$ cat src/rtl/step_pkg.sv
// Shared definitions for the stepper step-pulse generator: FSM state encoding
// and default timing constants (in 50 MHz clk cycles).
package step_pkg;

    typedef enum logic [1:0] {
        ST_IDLE      = 2'd0,
        ST_DIR_SETUP = 2'd1,
        ST_STEP_HIGH = 2'd2,
        ST_STEP_LOW  = 2'd3
    } step_state_e;

    localparam int WIDTH_N_DEF    = 17;
    localparam int WIDTH_POS_DEF  = 32;
    localparam int PULSE_W_DEF    = 50;
    localparam int DIR_SETUP_DEF  = 25;
    localparam int MIN_PERIOD_DEF = 800;

endpackage

$ cat src/rtl/step_timer.sv
// Loadable down-counter shared by the timed FSM states. A load of N-1 makes
// the owning state last exactly N cycles before o_zero is seen.
module step_timer #(
    parameter int WIDTH = 17
) (
    input  logic             clk,
    input  logic             rst_n,
    input  logic             i_load,
    input  logic [WIDTH-1:0] i_load_val,
    output logic             o_zero
);

    logic [WIDTH-1:0] r_count;

    always_ff @(posedge clk or negedge rst_n) begin
        if (!rst_n) begin
            r_count <= '0;
        end else if (i_load) begin
            r_count <= i_load_val;
        end else if (r_count != '0) begin
            r_count <= r_count - WIDTH'(1);
        end
    end

    assign o_zero = (r_count == '0);

endmodule

$ cat src/rtl/step_pulse_gen.sv
// Step-pulse generator: fixed-width drv_step pulses at a programmable period,
// direction setup before the first step after a reversal, signed position count.
module step_pulse_gen
    import step_pkg::*;
#(
    parameter int WIDTH_N    = WIDTH_N_DEF,
    parameter int PULSE_W    = PULSE_W_DEF,
    parameter int DIR_SETUP  = DIR_SETUP_DEF,
    parameter int MIN_PERIOD = MIN_PERIOD_DEF,
    parameter int WIDTH_POS  = WIDTH_POS_DEF
) (
    input  logic                        clk,
    input  logic                        rst_n,
    input  logic [WIDTH_N-1:0]          period_in,
    input  logic                        period_valid,
    input  logic                        drv_enable_SM,
    input  logic                        drv_dir_in,
    output logic                        drv_step,
    output logic                        drv_dir,
    output logic                        busy,
    output logic                        step_done,
    output logic                        period_clamped,
    output logic signed [WIDTH_POS-1:0] position
);

    localparam logic [WIDTH_N-1:0] L_MIN_PERIOD = WIDTH_N'(MIN_PERIOD);
    localparam logic [WIDTH_N-1:0] L_HIGH_LOAD  = WIDTH_N'(PULSE_W - 1);
    localparam logic [WIDTH_N-1:0] L_SETUP_LOAD = WIDTH_N'(DIR_SETUP - 1);
    localparam logic [WIDTH_N-1:0] L_LOW_ADJ    = WIDTH_N'(PULSE_W + 1);

    step_state_e          r_state;
    logic [WIDTH_N-1:0]   r_shadow;
    logic [WIDTH_N-1:0]   r_active;
    logic                 r_enable;
    logic                 r_dir_in;
    logic                 r_drv_step;
    logic                 r_drv_dir;
    logic                 r_busy;
    logic                 r_step_done;
    logic                 r_clamped;
    logic [WIDTH_POS-1:0] r_position;

    step_state_e          w_next_state;
    logic                 w_timer_load;
    logic [WIDTH_N-1:0]   w_timer_val;
    logic                 w_timer_zero;

    step_timer #(
        .WIDTH (WIDTH_N)
    ) u_timer (
        .clk        (clk),
        .rst_n      (rst_n),
        .i_load     (w_timer_load),
        .i_load_val (w_timer_val),
        .o_zero     (w_timer_zero)
    );

    // Enable and direction are registered once; motion decisions only look at
    // these copies, which gives the one-cycle start latency from IDLE.
    always_comb begin
        w_next_state = r_state;
        case (r_state)
            ST_IDLE: begin
                if (r_enable && (r_shadow != '0)) begin
                    w_next_state = (r_dir_in != r_drv_dir) ? ST_DIR_SETUP : ST_STEP_HIGH;
                end
            end
            ST_DIR_SETUP: begin
                if (w_timer_zero) w_next_state = ST_STEP_HIGH;
            end
            ST_STEP_HIGH: begin
                if (w_timer_zero) w_next_state = ST_STEP_LOW;
            end
            ST_STEP_LOW: begin
                if (w_timer_zero) begin
                    if (!r_enable || (r_shadow == '0)) begin
                        w_next_state = ST_IDLE;
                    end else if (r_dir_in != r_drv_dir) begin
                        w_next_state = ST_DIR_SETUP;
                    end else begin
                        w_next_state = ST_STEP_HIGH;
                    end
                end
            end
            default: w_next_state = ST_IDLE;
        endcase
    end

    // Every transition enters a different state, so a state change is the
    // timer reload point; the low phase uses the period latched on the rise.
    always_comb begin
        w_timer_load = (w_next_state != r_state);
        w_timer_val  = '0;
        case (w_next_state)
            ST_DIR_SETUP: w_timer_val = L_SETUP_LOAD;
            ST_STEP_HIGH: w_timer_val = L_HIGH_LOAD;
            ST_STEP_LOW:  w_timer_val = r_active - L_LOW_ADJ;
            default:      w_timer_val = '0;
        endcase
    end

    // period_valid is a single-cycle strobe with no back-pressure: the word is
    // captured on the edge it is seen, and a boundary on that same edge still
    // uses the previous shadow value.
    always_ff @(posedge clk or negedge rst_n) begin
        if (!rst_n) begin
            r_state     <= ST_IDLE;
            r_shadow    <= '0;
            r_active    <= '0;
            r_enable    <= 1'b0;
            r_dir_in    <= 1'b0;
            r_drv_step  <= 1'b0;
            r_drv_dir   <= 1'b0;
            r_busy      <= 1'b0;
            r_step_done <= 1'b0;
            r_clamped   <= 1'b0;
            r_position  <= '0;
        end else begin
            r_enable    <= drv_enable_SM;
            r_dir_in    <= drv_dir_in;
            r_step_done <= 1'b0;
            r_clamped   <= 1'b0;

            if (period_valid) begin
                if (period_in == '0) begin
                    r_shadow <= '0;
                end else if (period_in < L_MIN_PERIOD) begin
                    r_shadow  <= L_MIN_PERIOD;
                    r_clamped <= 1'b1;
                end else begin
                    r_shadow <= period_in;
                end
            end

            r_state <= w_next_state;
            r_busy  <= (w_next_state != ST_IDLE);

            if (w_next_state != r_state) begin
                case (w_next_state)
                    ST_DIR_SETUP: begin
                        r_drv_dir  <= r_dir_in;
                        r_drv_step <= 1'b0;
                    end
                    ST_STEP_HIGH: begin
                        r_active    <= r_shadow;
                        r_drv_step  <= 1'b1;
                        r_step_done <= 1'b1;
                        if (r_drv_dir) begin
                            r_position <= r_position + WIDTH_POS'(1);
                        end else begin
                            r_position <= r_position - WIDTH_POS'(1);
                        end
                    end
                    default: begin
                        r_drv_step <= 1'b0;
                    end
                endcase
            end
        end
    end

    assign drv_step       = r_drv_step;
    assign drv_dir        = r_drv_dir;
    assign busy           = r_busy;
    assign step_done      = r_step_done;
    assign period_clamped = r_clamped;
    assign position       = $signed(r_position);

endmodule

$ cat config.mk
export PLATFORM = sky130hd
export DESIGN_NAME = step_pulse_gen
export DESIGN_NICKNAME = d
export VERILOG_FILES = /design/src/rtl/step_pkg.sv /design/src/rtl/step_timer.sv /design/src/rtl/step_pulse_gen.sv
export SDC_FILE = /design/constraint.sdc
export NUM_CORES = 1
export LEC_CHECK = 0
export CAP_MARGIN = 20
export CORE_UTILIZATION = 54
export CTS_BUF_LIST = sky130_fd_sc_hd__clkbuf_2 sky130_fd_sc_hd__clkbuf_4 sky130_fd_sc_hd__clkbuf_8
export CTS_CLUSTER_SIZE = 16
export DETAILED_ROUTE_END_ITERATION = 10
export PLACE_DENSITY = 0.79
export SLEW_MARGIN = 10
export SYNTH_ARGS = -nofsm -noshare
export SYNTH_HDL_FRONTEND = slang
export SYNTH_HIERARCHICAL = 1
export SYNTH_SLANG_ARGS = --single-unit
$ cat constraint.sdc
create_clock -name clk -period 3.2 [get_ports clk]
set_input_delay 0.48 -clock clk [delete_from_list [all_inputs] [get_ports clk]]
set_output_delay 0.48 -clock clk [all_outputs]
set_load 0.01 [all_outputs]
# --- Word-level counts from Yosys, hierarchy flattened ---
# Cells that the tools add are included.
word_totals:
  output_inout_bits: 37
  mem_bits_rw: 0
  memories: 0
  wordCells: 56
  rom_bits: 0
  register_bits: 92
  inputBits: 22
  latch_bits: 0
classes:
  n_mul: 0
  n_bitwise: 0
  mux: 18
  shifts: 0
  order_cmp: 1
  reduce_logical: 13
  div_mod_pow: 0
  n_eq_ne: 8
  addsub: 4
ops:
  columns: ["cell", "n"]
  rows:
  - ["$mux 17", 4]
  - ["$logic_not 17->1", 3]
  - ["$pmux 17 s3", 1]
  - ["$reduce_bool 17->1", 2]
  - ["$add 32x1->32 const B", 1]
  - ["$mux 32", 1]
  - ["$sub 32x1->32 const B", 1]
  - ["$lt 17x10->1 const B", 1]
  - ["$sub 17x1->17 const B", 1]
  - ["$sub 17x6->17 const B", 1]
  - ["$mux 2", 6]
  - ["$eq 2x2->1 const B", 4]
  - ["$pmux 2 s4", 1]
  - ["$mux 1", 5]
  - ["$eq 2x1->1 const B", 2]
  - ["$reduce_and 2->1", 2]
  - ["$reduce_bool 2->1", 2]
  - ["$logic_not 2->1", 1]
  - ["$ne 2x2->1", 1]
  - ["$logic_and 1x1->1", 1]
  - ["$logic_not 1->1", 1]
  - ["$logic_or 1x1->1", 1]
  - ["$ne 1x1->1", 1]

# --- Logic depth before layout (Yosys ltp) ---
# Gate-level depths: netlist of run 1.
depth:
  ltp_word: 8
  depth_mapped: 16
  depth_no_buf: 14

# --- Modules after synthesis ---
# Netlist of run 1, hierarchy kept.
by_module_without_submodules:
  columns: ["mod", "instances", "area_each_um2", "cells_each", "seq_area_each_um2"]
  rows:
  - ["step_pulse_gen", 1, 4832.1, 535, 1876.8]
  - ["step_timer", 1, 1033.5, 109, 425.4]

# --- Worst setup path before layout of run 1 ---
# OpenSTA, ideal clock, no wires.
synth_path:
  path_type: "reg-to-reg"
  startpoint: "register r_drv_dir, in the netlist drv_dir"
  endpoint: "register r_position[31], in the netlist position[31]"
  stages_incl_launch_ff: 13
  required_ns: 3.074
  path_buffers: 1
  setup_ns: 0.126
  t_arrival_ns: 2.968
  slack_ns: 0.106
  period_less_slack_ns: 3.094
  cell_sequence: "dfrtp_1 > inv_1 > ha_1 > buf_2 > and4_1 > and2_1 > a32oi_1 > o21ai_1 > o2111ai_1 > a31oi_1 > o21ai_1 > a311oi_2 > xnor2_1"
synth_via:
  elab_chain_len: 7
  elab_cells_between_ends: 10
  classes_between: "3 x eq/ne; 6 x mux; 1 x reduce/logical"
synth_rtl:
  columns: ["item", "line", "text"]
  rows:
  - ["from (decl)", "step_pulse_gen.sv:37", "logic r_drv_dir;"]
  - ["from (signal assigned)", "step_pulse_gen.sv:141", "r_drv_dir <= r_dir_in;"]
  - ["$ne 1x1->1", "step_pulse_gen.sv:65, step_pulse_gen.sv:78", null]
  - ["$mux 2", "step_pulse_gen.sv:65, step_pulse_gen.sv:78", null]
  - ["$mux 2", "step_pulse_gen.sv:76", "if (!r_enable || (r_shadow == '0)) begin"]
  - ["$mux 2", "step_pulse_gen.sv:75", "if (w_timer_zero) begin"]
  - ["$pmux 2 s4", "step_pulse_gen.sv:62", "case (r_state)"]
  - ["$eq 2x2->1 or $ne 2x2->1 (tied branches)", "step_pulse_gen.sv:139, step_pulse_gen.sv:138", null]
  - ["$reduce_and 2->1 (no source line)", null, null]
  - ["to (signal assigned)", "step_pulse_gen.sv:149", "r_position <= r_position + WIDTH_POS'(1);"]
  - ["to (signal assigned)", "step_pulse_gen.sv:151", "r_position <= r_position - WIDTH_POS'(1);"]
  - ["to (decl)", "step_pulse_gen.sv:41", "logic [WIDTH_POS-1:0] r_position;"]
# Several ways; a longest one is shown, not always the timed one.
# A chain may end at the register's enable or synchronous reset.

# --- Final worst setup path of run 1 ---
layout_path:
  startpoint: "register r_drv_dir, in the netlist drv_dir"
  endpoint: "register r_position[30], in the netlist position[30]"
# The elaborated chain is that of the path after synthesis.

==> results of run 1 <==
registers in the layout (all words and copies together), names as in the netlist:
register / cells
r_active: 17
r_shadow: 17
position: 32
step_done: 1
r_dir_in: 1
r_state: 2
u_timer/r_count: 17
drv_step: 1
drv_dir: 1
period_clamped: 1
r_enable: 1
busy: 1
placed cells by master (no fill, tap or decap), drive strengths merged, types with 3 or more instances in the layout:
| master | n |
|---|---|
| nor2b | 6 |
| inv | 28 |
| nor3 | 17 |
| a21oi | 34 |
| a31oi | 6 |
| clkdlybuf4s50 | 57 |
| o21bai | 7 |
| nand4 | 4 |
| xor2 | 22 |
| nor2 | 49 |
| dfrtp | 92 |
| o31ai | 16 |
| o21ai | 62 |
| ha | 32 |
| nand3 | 12 |
| a221oi | 3 |
| nand2b | 8 |
| xnor2 | 30 |
| nor4 | 13 |
| a21o | 15 |
| a21boi | 5 |
| buf | 12 |
| clkinv | 3 |
| or4 | 5 |
| mux2 | 22 |
| o21a | 5 |
| or3 | 5 |
| clkbuf | 9 |
| nand2 | 86 |
| and3 | 9 |
final timing paths:
kind | startpoint | end | slack, ps | cells after the start
min in group clk | position[31] | position[31] | 480 | 1
worst max-delay path | drv_dir | position[30] | 200 | 12
max in group asynchronous | rst_n | u_timer/r_count[14] | 2340 | 2
worst min register to register | position[31] | position[31] | 480 | 1
worst min-delay path | rst_n | position[23] | 90 | 1
worst max register to register | drv_dir | position[30] | 200 | 12
final cells by class:
cell class,count,area share [%]
Clock buffer,9,1.82
Clock inverter,7,1.01
Inverter,25,1.38
Multi-Input combinational cell,507,49.7
Sequential cell,92,33.8
Tap cell,136,2.50
Timing Repair Buffer,69,9.87
power groups by stage:
stage	Sequential [µW]	Combinational [µW]	Clock, µW
2_1_floorplan	2070	3420	0
3_3_place_gp	2040	4610	0
6_report	2060	4810	764
4_1_cts	2050	4790	782
3_5_place_dp	2070	4740	0
5_1_grt	2120	5350	831
worst max-delay path: stages, from the launching register on:
cell       delay (ps)
dfrtp_1           350
inv_1              80
buf_12            170
fa_1              470
a21o_1            200
a221oi_2          370
a2bb2oi_2         140
a21oi_2           230
o21ai_1           180
a21oi_2           250
o21ai_1           130
mux2i_1           190
o211a_1           170
per-stage QoR:
stage	worst slack, ps	power (µW)	std cells	instance area [µm²]
2_1_floorplan	106	5490	644	5870
3_3_place_gp	264	6650	829	6620
3_5_place_dp	132	6810	829	6620
4_1_cts	185	7620	845	6810
5_1_grt	-17.3	8300	845	6820
6_report	202	7640	845	6820
cell usage after synthesis, types with 2 or more instances:
library cell	number
a21oi_1	32
o21a_1	5
nand3_1	12
nor2_1	49
clkbuf_1	9
o31ai_1	15
nand4b_1	2
nand2b_1	8
o21ai_1	6
inv_1	24
buf_2	11
or4_1	4
and2_1	2
dfrtp_1	92
mux2_2	22
xor2_1	22
xnor2_1	30
a221oi_2	2
a31o_2	2
nand2_1	86
o41ai_1	2
o211ai_1	2
a211oi_1	2
a31oi_1	5
nor4_4	2
a21o_1	15
o21bai_1	6
nor3b_1	2
nor2b_1	6
o22ai_1	2
and3_1	9
a21boi_0	5
nand4_1	4
a21oi_2	2
o21ai_0	55
ha_1	32
nor4_1	11
or3_1	5
nor3_1	16
cell families after synthesis:
kind of cell	Yosys count	share of synthesized area, %
simple gates	226	19.0
xor+xnor	52	7.76
compound gates	172	19.1
flops	92	39.2
buf+inv	45	3.11
mux	23	4.39
fa+ha+maj	34	7.34
per-layer routing:
| metal | vias to the layer above | routed length (µm) | track usage [%] | part of all wire (%) |
|---|---|---|---|---|
| li1 | 2423 | - | - | - |
| met1 | 2322 | 6020 | 32.4 | 47 |
| met2 | 110 | 6150 | 40.8 | 48 |
| met3 | 19 | 508 | 3.86 | 3.9 |
| met4 | 0 | 190 | 7.84 | 1.5 |
| met5 | - | 0 | 0 | 0 |
timing repair:
| item | CTS | global route |
|---|---|---|
| resized for setup | 0 | 1 |
| endpoints found under the hold margin | 0 | 0 |
| setup endpoints to repair | 0 | 9 |
==> results.yml, run 1 <==
routing:
  drt_pass1_iterations: 5
  antenna_left: 0
  vias: 4874
  wire_per_inst_um: 15.2
  drt_iter0_markers: 159
  drc_errors: 0
  routed_via_density: 5.77
  wirelength_mm: 12.9
cells_and_area:
  fin_util_pct: 65.5
  regArea_um2: 2300
  nets: 759
  area_growth_syn_to_layout_pct: 16.3
  final_layout_size_suffix_gt1_share_pct: 10.0
  multi_input_area_um2: 3390
  fillers: 860
  antenna_cells: 0
die:
  dieHeight_um: 106
  ios: 59
  start_util_pct: 56.3
  design.die.area_um2: 11300
  die_w_um: 106
  rows: 37
  fp.coreArea_um2: 10400
synthesis:
  syn_avg_cell_area_um2: 9.11
  synth.cell_area_um2: 5870
  ys_top_cells_by_area: "dfrtp_1, ha_1, nand2_1, o21ai_0, xnor2_1"
  ys_ff_latch: 92
  synth_edf_count: 0
  synth-seq-area-share_pct: 39.2
  syn_inst: 644
  synth_fp_nets: 699
  synth_largest_area_cell: "dfrtp_1"
  yosys_warnings: 6
  yosysUniqueCellTypes: 65
  synthFlopType: "dfrtp_1"
  synth_top_area_share_pct: 39.2
  async_reset_ff_share_pct: 100
cts:
  insertion_delay_ps: 370
  h-tree-depth: 3
  cts_sinks: 92
  postCtsHoldBufs: 0
  cts_root_buf: "clkbuf_8"
  cts_tree: "done"
  path_clk_slew_ps: 100
  cts_setup_buffers: 0
  numCtsBuffers: 9
  clock_path_buffers: 2
worst_setup_path:
  crit_fanout: 26
  crit_type: "reg2reg"
  arrival_ps: 3300
  crit_required_ps: 3510
  crit_path_start_kind: "flop"
  cp-end-kind: "flop"
pwr:
  power_switching_uw: 3510
  vdd_ir_drop_max_mv: 0.679
  power.share.combinational_pct: 63.0
  power_frac_seq_pct: 27.0
  power.density_nw_per_um2: 1120
  swShare_pct: 45.9
  clockPowerShare_pct: 10.0
  p_int_uw: 4130
  power.leakage_uw: 0.00298
grt:
  grt_max_degree: 70
  grt_pass1_vias: 4899
  grt_pass1_wl_mm: 22.2
  overflow: 0
  grt_use_total_pct: 24.4
  antenna_found_initial: 0
sta:
  fin_crit_sh_pct: 93.7
  grt_setup_unrepaired: "true"
  hold_viol: 0
  finalMaxSlewViolations: 0
  setup_viol: 0
  worst_pin_slew_ps: 640
  slew_headroom_pct: 57.0
  tns_ps: 0
  whs_ps: 94.8
  fmax_mhz: 334
  finalClockSkew_ps: 9.88
  fin_crit_ps: 3000
run_status:
  outcome: "finished clean"
placement:
  dp_hpwl_mm: 9.66
  gp_congestion: 0.934
  port_buffers: 58
min_path:
  hold_class: "in2async"
job:
  maxCapViolations: 0
No activity file was read; power rests on OpenSTA's default activity.
==> inputs of run 2 (changes only) <==
--- a/config.mk
+++ b/config.mk
@@ -10,6 +10,7 @@
 export CTS_BUF_LIST = sky130_fd_sc_hd__clkbuf_2 sky130_fd_sc_hd__clkbuf_4 sky130_fd_sc_hd__clkbuf_8
 export CTS_CLUSTER_SIZE = 16
 export DETAILED_ROUTE_END_ITERATION = 10
+export GPL_TIMING_DRIVEN = 1
 export PLACE_DENSITY = 0.79
 export SLEW_MARGIN = 10
 export SYNTH_ARGS = -nofsm -noshare
==> results of run 2 <==
Final layout, timing and power as in run 1 (identical DEF).
==> inputs of run 3 (changes only) <==
==> constraint.sdc (replaced) <==
create_clock -name clk -period 3.2 [get_ports clk]
set_input_delay 0.48 -clock clk [delete_from_list [all_inputs] [get_ports clk]]
set_output_delay 0.48 -clock clk [all_outputs]
set_load 0.1 [all_outputs]
==> run 3 against run 2 <==
- utilization shrank 0.41 points
- global-route usage shrank 0.12 points
- cell area shrank 0.62%
- via count shrank 0.35%
- clock-buffer cell count grew 1
- flip-flop and latch count is the same
- worst setup slack lost 36 ps
- hold slack gained 18 ps
- final cell count grew 0.59%
- clock skew shrank 1.8 ps
- die area is the same
==> results.yml, run 3 (synthesis results as in run 1) <==
cts:
  cts_root_buf: "clkbuf_8"
  postCtsHoldBufs: 0
  cts_resized: 0
  path_clk_slew_ps: 90
  cts_sinks: 92
  numCtsBuffers: 9
  cts_tree: "done"
  h-tree-depth: 3
  insertion_delay_ps: 370
  clock_path_buffers: 2
  cts_setup_buffers: 0
die:
  design.die.area_um2: 11300
  start_util_pct: 56.3
  fp.coreArea_um2: 10400
  die_w_um: 106
  dieHeight_um: 106
  rows: 37
  ios: 59
grt:
  top_usage_layer: "met2"
  grt_util_met3_pct: 3.37
  grt_max_degree: 70
  overflow: 0
  grt_pass1_wl_mm: 22.3
  antenna_found_initial: 0
  use_met1_pct: 33.4
  grt_pass1_vias: 4851
  grt_use_total_pct: 24.3
  gr-usage-met2_pct: 38.8
worst_setup_path:
  cp_common_cell: "o21ai_1"
  r2r_setup_slack_ps: 170
  arrival_ps: 3290
  reg2reg_depth: 12
  cp-end-kind: "flop"
  path_buf_inv: 2
  cp_cell_sequence: "clkinvlp_4 -> buf_12 -> ha_1 -> a21o_1 -> o21bai_2 -> o21ai_1 -> o21ai_1 -> o2111ai_1 -> a31oi_1 -> o21ai_1 -> a311oi_2 -> xnor2_1"
  slowest_delay_ps: 480
  crit_path_start_kind: "flop"
  r2r_end: "position[31]"
  crit_fanout: 32
  crit_type: "reg2reg"
  slowest_stage: "dfrtp_4"
  crit_required_ps: 3460
  reg2reg_from: "drv_dir"
  crit_family: "compound AO/OA/AOI/OAI gates"
cells_and_area:
  area_growth_syn_to_layout_pct: 15.5
  nets: 764
  antenna_cells: 0
  final_cell_area_um2: 6780
  fillers: 858
  final_layout_size_suffix_gt1_share_pct: 16.0
  largest_reg_flops: 32
  layout_commonest_cell: "dfrtp_1"
  fin_util_pct: 65.1
  layout_common_cells: "dfrtp_1, nand2_1, o21ai_0"
sta:
  slew_headroom_pct: 33.6
  finalMaxSlewViolations: 0
  fin_crit_sh_pct: 94.8
  fmax_mhz: 330
  fin_crit_ps: 3030
  finalClockSkew_ps: 8.09
  hold_viol: 0
  setup_viol: 0
  tns_ps: 0
  grt_setup_unrepaired: "false"
  worst_pin_slew_ps: 993
routing:
  wire_per_inst_um: 14.8
  drt_pass1_iterations: 4
  drt_iter0_markers: 236
  wirelength_mm: 12.6
  drc_errors: 0
  vias: 4857
  antenna_left: 0
  routed_via_density: 5.71
placement:
  place_area_um2: 6590
  dp_hpwl_mm: 9.47
  gp_congestion: 0.931
  port_buffers: 58
min_path:
  hold_class: "in2async"
run_status:
  outcome: "finished clean"
job:
  maxCapViolations: 0
[run 3: worst max-delay path by stage]
stage / start / endpoint / slack, ps / cells past startpoint
6_report: drv_dir / position[31] / 170 / 12
4_1_cts: drv_dir / position[31] / 190 / 12
3_5_place_dp: drv_dir / position[31] / 190 / 12
5_1_grt: drv_dir / position[25] / 0.5 / 12
2_1_floorplan: drv_dir / position[31] / -70 / 12
3_3_place_gp: drv_dir / position[31] / 270 / 12
[run 3: layer usage]
metal | up-vias | wire, µm
met2 | 111 | 5870
met1 | 2287 | 6030
li1 | 2440 | -
met3 | 19 | 468
met5 | - | 0
met4 | 0 | 244
[run 3: area by class of cell]
type                       instances  area [µm²]  share of cell area (%)
clock buffer                      10         131                    1.94
clock inverter                     6        47.5                   0.702
inverter                          25        97.6                    1.44
multi-input combinational        507        3390                    50.0
sequential                        92        2310                    34.0
tap                              136         170                    2.51
timing repair buffer              74         636                    9.38
[run 3: metrics by stage]
stage | hold slack [ps] | cells | worst slack [ps]
floorplan | 184 | 644 | -70.6
global route | 176 | 850 | 0.454
finish | 112 | 850 | 165
global placement | 477 | 834 | 272
CTS | 145 | 850 | 194
detailed placement | 486 | 834 | 191
Power of run 3 is not shown: default switching activity piles up to over one toggle a cycle in this logic, so the estimate is an artifact.
